<file path="src/rtl/mul_add_checker_8bit_if.sv">
// mul_add_checker_8bit_if: request/operand/result bundle between the ALU and the MAC checker
interface mul_add_checker_8bit_if;
  logic        start;
  logic [7:0]  multiplicand;
  logic [7:0]  multiplier;
  logic [7:0]  addend;
  logic [7:0]  expected;
  logic [15:0] product;
  logic        match;
  logic        busy;
  logic        done;
  modport master (
    output start, multiplicand, multiplier, addend, expected,
    input  product, match, busy, done
  );
  modport slave (
    input  start, multiplicand, multiplier, addend, expected,
    output product, match, busy, done
  );
endinterface

</file>
<file path="src/rtl/mul_add_checker_8bit.sv">
// mul_add_checker_8bit: shift-add A*B+addend, also verifies a divider result against its dividend
module mul_add_checker_8bit (
  input  logic                 clk,
  input  logic                 reset,
  mul_add_checker_8bit_if.slave bus
);
  localparam logic [1:0] IDLE = 2'd0;
  localparam logic [1:0] MULTIPLYING = 2'd1;
  localparam logic [1:0] FINISHED = 2'd2;
  logic [1:0]  r_state;
  logic [16:0] r_acc;
  logic [7:0]  r_a;
  logic [7:0]  r_exp;
  logic [3:0]  r_count;
  logic        r_rem_ok;
  logic [15:0] r_product;
  logic        r_match;
  logic        r_done;
  logic [8:0]  w_sum;
  // one multiply step: add A into the high half when the current multiplier bit is set
  always_comb w_sum = {1'b0, r_acc[15:8]} + (r_acc[0] ? {1'b0, r_a} : 9'd0);
  // sequencer: load operands in IDLE, eight shift-add steps, then publish result for one cycle
  always_ff @(posedge clk or posedge reset) begin
    if (reset) begin
      r_state   <= IDLE;
      r_acc     <= '0;
      r_a       <= '0;
      r_exp     <= '0;
      r_count   <= '0;
      r_rem_ok  <= 1'b0;
      r_product <= '0;
      r_match   <= 1'b0;
      r_done    <= 1'b0;
    end else begin
      r_done <= 1'b0;
      case (r_state)
        IDLE: if (bus.start) begin
          r_a      <= bus.multiplicand;
          r_exp    <= bus.expected;
          r_acc    <= {1'b0, bus.addend, bus.multiplier};
          r_count  <= 4'd8;
          r_rem_ok <= bus.addend < bus.multiplier;
          r_state  <= MULTIPLYING;
        end
        MULTIPLYING: begin
          r_acc   <= {1'b0, w_sum, r_acc[7:1]};
          r_count <= r_count - 4'd1;
          if (r_count == 4'd1) r_state <= FINISHED;
        end
        FINISHED: begin
          r_product <= r_acc[15:0];
          r_match   <= (r_acc == {9'd0, r_exp}) & r_rem_ok;
          r_done    <= 1'b1;
          r_state   <= IDLE;
        end
        default: r_state <= IDLE;
      endcase
    end
  end
  assign bus.product = r_product;
  assign bus.match   = r_match;
  assign bus.done    = r_done;
  assign bus.busy    = r_state != IDLE;
endmodule

</file>
<file path="src/flat_wrapper.sv">
// flat-port wrapper written by rule: the top's interface ports become plain ports
module mul_add_checker_8bit_flat 
  (clk, reset, bus_start, bus_multiplicand, bus_multiplier, bus_addend, bus_expected, bus_product, bus_match, bus_busy, bus_done);
  mul_add_checker_8bit_if bus_i ();
  input  logic clk;
  input  logic reset;
  input wire logic [$bits(bus_i.start)-1:0] bus_start;
  input wire logic [$bits(bus_i.multiplicand)-1:0] bus_multiplicand;
  input wire logic [$bits(bus_i.multiplier)-1:0] bus_multiplier;
  input wire logic [$bits(bus_i.addend)-1:0] bus_addend;
  input wire logic [$bits(bus_i.expected)-1:0] bus_expected;
  output wire logic [$bits(bus_i.product)-1:0] bus_product;
  output wire logic [$bits(bus_i.match)-1:0] bus_match;
  output wire logic [$bits(bus_i.busy)-1:0] bus_busy;
  output wire logic [$bits(bus_i.done)-1:0] bus_done;
  assign bus_i.start = bus_start;
  assign bus_i.multiplicand = bus_multiplicand;
  assign bus_i.multiplier = bus_multiplier;
  assign bus_i.addend = bus_addend;
  assign bus_i.expected = bus_expected;
  assign bus_product = bus_i.product;
  assign bus_match = bus_i.match;
  assign bus_busy = bus_i.busy;
  assign bus_done = bus_i.done;
  mul_add_checker_8bit u_core (.clk(clk), .reset(reset), .bus(bus_i));
endmodule
</file>
<file path="config.mk">
export PLATFORM = sky130hd
export DESIGN_NAME = mul_add_checker_8bit_flat
export DESIGN_NICKNAME = d
export VERILOG_FILES = /design/src/rtl/mul_add_checker_8bit_if.sv /design/src/rtl/mul_add_checker_8bit.sv /design/src/flat_wrapper.sv
export SDC_FILE = /design/constraint.sdc
export NUM_CORES = 1
export LEC_CHECK = 0
export CAP_MARGIN = 20
export CORE_ASPECT_RATIO = 0.7
export CORE_MARGIN = 1.5
export CORE_UTILIZATION = 50
export DETAILED_ROUTE_END_ITERATION = 10
export GPL_TIMING_DRIVEN = 0
export HOLD_SLACK_MARGIN = 0.02
export PLACE_DENSITY = 0.77
export SYNTH_ARGS = -nofsm -noshare
export SYNTH_HDL_FRONTEND = slang
export SYNTH_SLANG_ARGS = --single-unit
</file>
<file path="constraint.sdc">
create_clock -name clk -period 2.5 [get_ports clk]
set_input_delay 0.375 -clock clk [delete_from_list [all_inputs] [get_ports clk]]
set_output_delay 0.375 -clock clk [all_outputs]
set_load 0.01 [all_outputs]
</file>
==> flow_metrics.tcl, run 1 <==
set metrics [dict create \
    status "finished, final reports clean" \
    tightest_slew_ps 504 \
    design_area_sq_um 3810 \
    setup-tns-final_ps 0 \
    clock-sinks 57 \
    die_w_um 95.4 \
    routed_wl_um 7030 \
    placed_cells 439 \
    first_pass_iters 5 \
    numPortBuffers 53 \
    synth_compound_area_share_pct 11.9 \
    antenna_found_initial 0 \
    drive_gt1_share_pct 10.8 \
    fin_crit_ps 2390 \
    crit_required_ps 2710 \
    root_buffer "clkbuf_8" \
    reg2reg_depth 9 \
    fill_cells 474 \
    grt-ovfl-total 0 \
    fin_crit_sh_pct 95.8 \
    rrSetupSlack_ps 110 \
    synth_fa_ha_area_share_pct 7.80 \
    synth_seq_cells 57 \
    ys.warnings.count 0 \
    leakage_uw 0.00178 \
    grt_start_max_net_pins 38 \
    rsz0062_at_grt "false" \
    wl_per_cell_um 15.5 \
    setup_viol 0 \
    netlist_area_sq_um 2990 \
    synth_seq_area_share_pct 47.8 \
    cp_data_arrival_time_ps 2600 \
    n_antenna_cell 0 \
    synth_cell_types 43 \
    ctsHoldBuffers 0 \
    avgSynthCellArea_sq_um 9.63 \
    whs_ps 371 \
    maxSlewViolCount 0 \
    vias_per_cell 5.42 \
    path_max_fanout 11 \
    worstSetupEndpointType "register" \
    vdd_drop_max_mv 0.596 \
    syn-num-nets 363 \
    initial_core_util_pct 51.9 \
    num_rows 23 \
    finalWorstSetupSlack_ps 106 \
    yosys.area_share.xor_xnor_pct 2.93 \
    dpl.hpwl_um 5250 \
    syn_inst 310 \
    yosys.area_share.simple_pct 19.1 \
    numCtsBuffers 9 \
    cts_tree "yes" \
    hold_viol_final 0 \
    synth_top_family_by_area "simple AND/OR/NAND/NOR gates" \
    cts_buffer_depth 2 \
    cp-start-kind "register" \
    path_cells "and2_1 -> ha_1 -> inv_1 -> fa_1 -> nor2b_1 -> o31ai_1 -> a21oi_1 -> o211ai_1 -> nand3_1" \
    htree_levels 3 \
    final_antenna_net_count 0 \
    mostFrequentLayoutCell "nand2_1" \
    die_height_um 67.7 \
    clkLatencyLatePin_ps 340 \
    drc 0 \
    max_cap_violations 0 \
    synth_mux_area_share_pct 5.99 \
    track_usage_pct 24.4 \
    ios 54 \
    powerDensity_nw_per_um2 1180 \
    cp_slowest_stage_delay_ps 530 \
    nNetsFinal 426 \
    mostFrequentLayoutCells "nand2_1, dfrtp_1, clkdlybuf4s50_1" \
    max_freq_mhz 418 \
    clkTransAtPathRegs_ps 60 \
    crit-reg2reg-launch "u_core.r_acc[0]$_DFFE_PP0P_" \
    place_ws_ps 25.6 \
    critPathSlowestCell "dfrtp_1" \
    max_slew_margin_pct 66.4 \
    vias 2457 \
    grt_pass1_wl_um 11300 \
    finClkSkew_ps 5.12 \
    coreArea_sq_um 5760 \
    area_growth_pct 27.7 \
    layout.cells.non_filler 453 \
    grt_pass1_vias 2301 \
    hold_class "in -> async" \
    finalWeightedCongestion 0.824 \
    place_area_sq_um 3630 \
    critPathKind "reg -> reg" \
    drt-initial-drc-count 175 \
    r2r_end "u_core.r_acc[15]$_DFFE_PP0P_" \
    die_area_sq_um 6450 \
]
logic make-up after synthesis:
family,after synthesis
compound gates,60
xor+xnor,10
fa+ha+maj,18
buf+inv,33
flops,57
mux,16
simple gates,116
cells in the mapped netlist:
cell type	number	share of area, %
nor3b_2	1	0.42
nor2_1	7	0.88
nor3_2	1	0.34
and3b_1	2	0.59
a21o_1	2	0.50
nand2b_1	3	0.63
and2_1	8	1.7
or3b_1	1	0.29
a21oi_1	16	2.7
o211ai_1	2	0.50
a211oi_1	3	0.75
mux2_2	15	5.7
mux2i_1	1	0.34
nor3_1	4	0.67
a22o_1	2	0.59
or2_2	1	0.21
o22ai_1	1	0.21
nor3b_1	9	2.3
or4_1	1	0.25
a31oi_1	2	0.42
nor2b_1	3	0.63
nand2_1	63	7.9
buf_2	7	1.2
nand3_1	4	0.67
and3_1	1	0.21
fa_1	1	0.67
clkbuf_1	7	0.88
o21ai_1	5	0.84
nor2_2	1	0.21
inv_1	18	2.3
dfrtp_1	57	48
ha_1	17	7.1
buf_1	1	0.13
o21ai_0	17	2.8
nor4_1	2	0.42
o31ai_1	3	0.75
o22a_1	1	0.29
o21a_1	1	0.25
xor2_1	5	1.5
a22oi_1	4	1.0
a31o_1	1	0.29
nand4_1	4	0.84
xnor2_1	5	1.5
through the flow:
stage | power, uW | utilization [%]
floorplan | 2970 | -
global placement | 3610 | 62.7
detailed placement | 3690 | 63.1
CTS | 4550 | 66.3
global route | 4870 | 66.2
finish | 4520 | 66.2
cell type report:
| cell class | count | area (sq um) | share of cell area (%) |
|---|---|---|---|
| Multi-Input combinational cell | 220 | 1430 | 37.4 |
| Clock inverter | 3 | 40.0 | 1.05 |
| Tap cell | 75 | 93.8 | 2.46 |
| Sequential cell | 57 | 1430 | 37.4 |
| Buffer | 13 | 57.6 | 1.51 |
| Timing Repair Buffer | 54 | 551 | 14.4 |
| Inverter | 18 | 67.6 | 1.77 |
| Clock buffer | 13 | 149 | 3.91 |
state kept, by name, indices dropped and copies added, names as in the netlist:
name	cells
u_core.bus.done	1
u_core.bus.match	1
u_core.bus.product	16
u_core.r_a	8
u_core.r_acc	16
u_core.r_count	4
u_core.r_exp	8
u_core.r_rem_ok	1
u_core.r_state	2
worst max path at each step:
stage                                           start                             to  slack (ps)  cells past startpoint
final                     u_core.r_acc[0]$_DFFE_PP0P_   u_core.r_acc[15]$_DFFE_PP0P_         110                      9
after global routing      u_core.r_acc[0]$_DFFE_PP0P_   u_core.r_acc[15]$_DFFE_PP0P_         0.2                      9
after CTS                 u_core.r_acc[0]$_DFFE_PP0P_   u_core.r_acc[15]$_DFFE_PP0P_          10                     10
after detailed placement  u_core.r_acc[0]$_DFFE_PP0P_   u_core.r_acc[15]$_DFFE_PP0P_          30                     10
after global placement                          reset  u_core.r_count[1]$_DFFE_PP0P_        -270                      2
after floorplan           u_core.r_acc[0]$_DFFE_PP0P_   u_core.r_acc[13]$_DFFE_PP0P_         510                     10
worst max-delay path, delay by kind of cell (launching register included):
family / cells / cell delay, ps
adder cells (fa/ha/maj): 2 / 420
AO/OA/AOI/OAI: 3 / 840
flip-flops: 1 / 530
buffers and inverters: 1 / 80
AND/OR/NAND/NOR: 3 / 400
where the power goes:
| part | total [uW] | internal (uW) | switching, uW |
|---|---|---|---|
| combinational | 1960 | 971 | 989 |
| sequential | 1720 | 1350 | 372 |
| clock | 831 | 485 | 346 |
timing repair:
item                       CTS  global route
setup endpoints to repair    1             3
setup buffers                0             0
resized for setup            0             0
routing by layer:
layer	global-route usage, %	routed length [um]	vias up
met4	9.70	95	0
met5	0	0	-
li1	-	-	1189
met3	7.32	491	14
met1	33.7	3390	1161
met2	35.6	3050	93
No activity file was read; power rests on OpenSTA's default activity.
==> inputs of run 2 (changes only) <==
- CAP_MARGIN: 20 -> not set
==> run 2 against run 1 <==
- fmax did not move
- via count unchanged
- clock power about the same
- power unchanged
- combinational power is essentially flat
- non-clock buffer count unchanged
- flip-flop and latch count did not move
- wire length is the same
- largest power group unchanged
==> flow_metrics.tcl, run 2 (synthesis results as in run 1) <==
set metrics [dict create \
    status "finished, final reports clean" \
    worstSetupEndpointType "register" \
    num_rows 23 \
    htree_levels 3 \
    clkLatencyLatePin_ps 340 \
    pwr-share-clk_pct 18.4 \
    seq_power_share_pct 38.2 \
    area_growth_pct 27.7 \
    mostFrequentLayoutCell "nand2_1" \
    leakage_uw 0.00178 \
    wl_per_cell_um 15.5 \
    p_sw_share_pct 37.8 \
    place_area_sq_um 3630 \
    grt_start_max_net_pins 38 \
    cp-start-kind "register" \
    max_freq_mhz 418 \
    die_w_um 95.4 \
    antenna_found_initial 0 \
    cts_tree "yes" \
    p_int_uw 2810 \
    initial_core_util_pct 51.9 \
    max_slew_margin_pct 66.4 \
    drc 0 \
    rsz0062_at_grt "false" \
    die_height_um 67.7 \
    powerDensity_nw_per_um2 1180 \
    vias_per_cell 5.42 \
    clock-sinks 57 \
    finalWeightedCongestion 0.824 \
    vdd_drop_max_mv 0.596 \
    post_cts_buffers 0 \
    die_area_sq_um 6450 \
    fin_crit_sh_pct 95.8 \
    cp_data_arrival_time_ps 2600 \
    setup-tns-final_ps 0 \
    maxSlewViolCount 0 \
    place_ws_ps 25.6 \
    critPathKind "reg -> reg" \
    grt_pass1_vias 2301 \
    routed_wl_um 7030 \
    ios 54 \
    power.switching_uw 1710 \
    drive_gt1_share_pct 10.8 \
    max_cap_violations 0 \
    n_antenna_cell 0 \
    coreArea_sq_um 5760 \
    whs_ps 371 \
    final_antenna_net_count 0 \
    crit_required_ps 2710 \
    finalWorstSetupSlack_ps 106 \
    fin_crit_ps 2390 \
    setup_viol 0 \
    root_buffer "clkbuf_8" \
    cts_resized 0 \
    numPortBuffers 53 \
    mostFrequentLayoutCells "nand2_1, dfrtp_1, clkdlybuf4s50_1" \
    nNetsFinal 426 \
    hold_class "in -> async" \
    numCtsBuffers 9 \
    utilization_pct 66.2 \
    grt-ovfl-total 0 \
    power_frac_comb_pct 43.4 \
    clkTransAtPathRegs_ps 60 \
    tightest_slew_ps 504 \
    drt-initial-drc-count 175 \
    design_area_sq_um 3810 \
    finClkSkew_ps 5.12 \
    vias 2457 \
    track_usage_pct 24.4 \
    hold_viol_final 0 \
    cts_buffer_depth 2 \
    grt_pass1_wl_um 11300 \
    path_max_fanout 11 \
    ctsHoldBuffers 0 \
    first_pass_iters 5 \
    dpl.hpwl_um 5250 \
]
run 2: layout make-up:
type                            count  area [sq um]
Buffer                             13          57.6
Clock buffer                       13           149
Clock inverter                      3          40.0
Fill cell                         474          1940
Inverter                           18          67.6
Multi-Input combinational cell    220          1430
Sequential cell                    57          1430
Tap cell                           75          93.8
Timing Repair Buffer               54           551
run 2: path summary, 6_finish.rpt:
path / startpoint / end / slack (ps) / cells past startpoint
min: reset / u_core.r_exp[7]$_DFFE_PP0P_ / 370 / 2
max: u_core.r_acc[0]$_DFFE_PP0P_ / u_core.r_acc[15]$_DFFE_PP0P_ / 110 / 9
max reg2reg: u_core.r_acc[0]$_DFFE_PP0P_ / u_core.r_acc[15]$_DFFE_PP0P_ / 110 / 9
min in group clk: u_core.r_a[0]$_DFFE_PP0P_ / u_core.r_a[0]$_DFFE_PP0P_ / 470 / 2
min reg2reg: u_core.r_a[0]$_DFFE_PP0P_ / u_core.r_a[0]$_DFFE_PP0P_ / 470 / 2
max in group asynchronous: reset / u_core.r_count[3]$_DFFE_PP0P_ / 1580 / 3
run 2: critical path, cell delays in order (launching register included):
cell      delay, ps
dfrtp_1         530
and2_1          220
ha_1            220
inv_1            80
fa_1            200
nor2b_1          70
o31ai_1         410
a21oi_1         180
o211ai_1        250
nand3_1         110
run 2: power groups by stage:
stage                     clock [uW]  combinational (uW)  sequential, uW
final                            831                1960            1720
after global routing             904                2180            1780
after CTS                        850                2000            1700
after detailed placement           0                1980            1710
after global placement             0                1910            1700
after floorplan                    0                1300            1660
run 2: routing by layer:
metal	GRT usage [%]	vias up	part of all wire, %
li1	-	1189	-
met4	9.70	0	1.4
met3	7.32	14	7.0
met2	35.6	93	43
met5	0	-	0
met1	33.7	1161	48
run 2: metrics by stage:
stage | total power [uW] | cells
finish | 4520 | 453
global placement | 3610 | 438
global route | 4870 | 453
floorplan | 2970 | 310
detailed placement | 3690 | 439
CTS | 4550 | 454
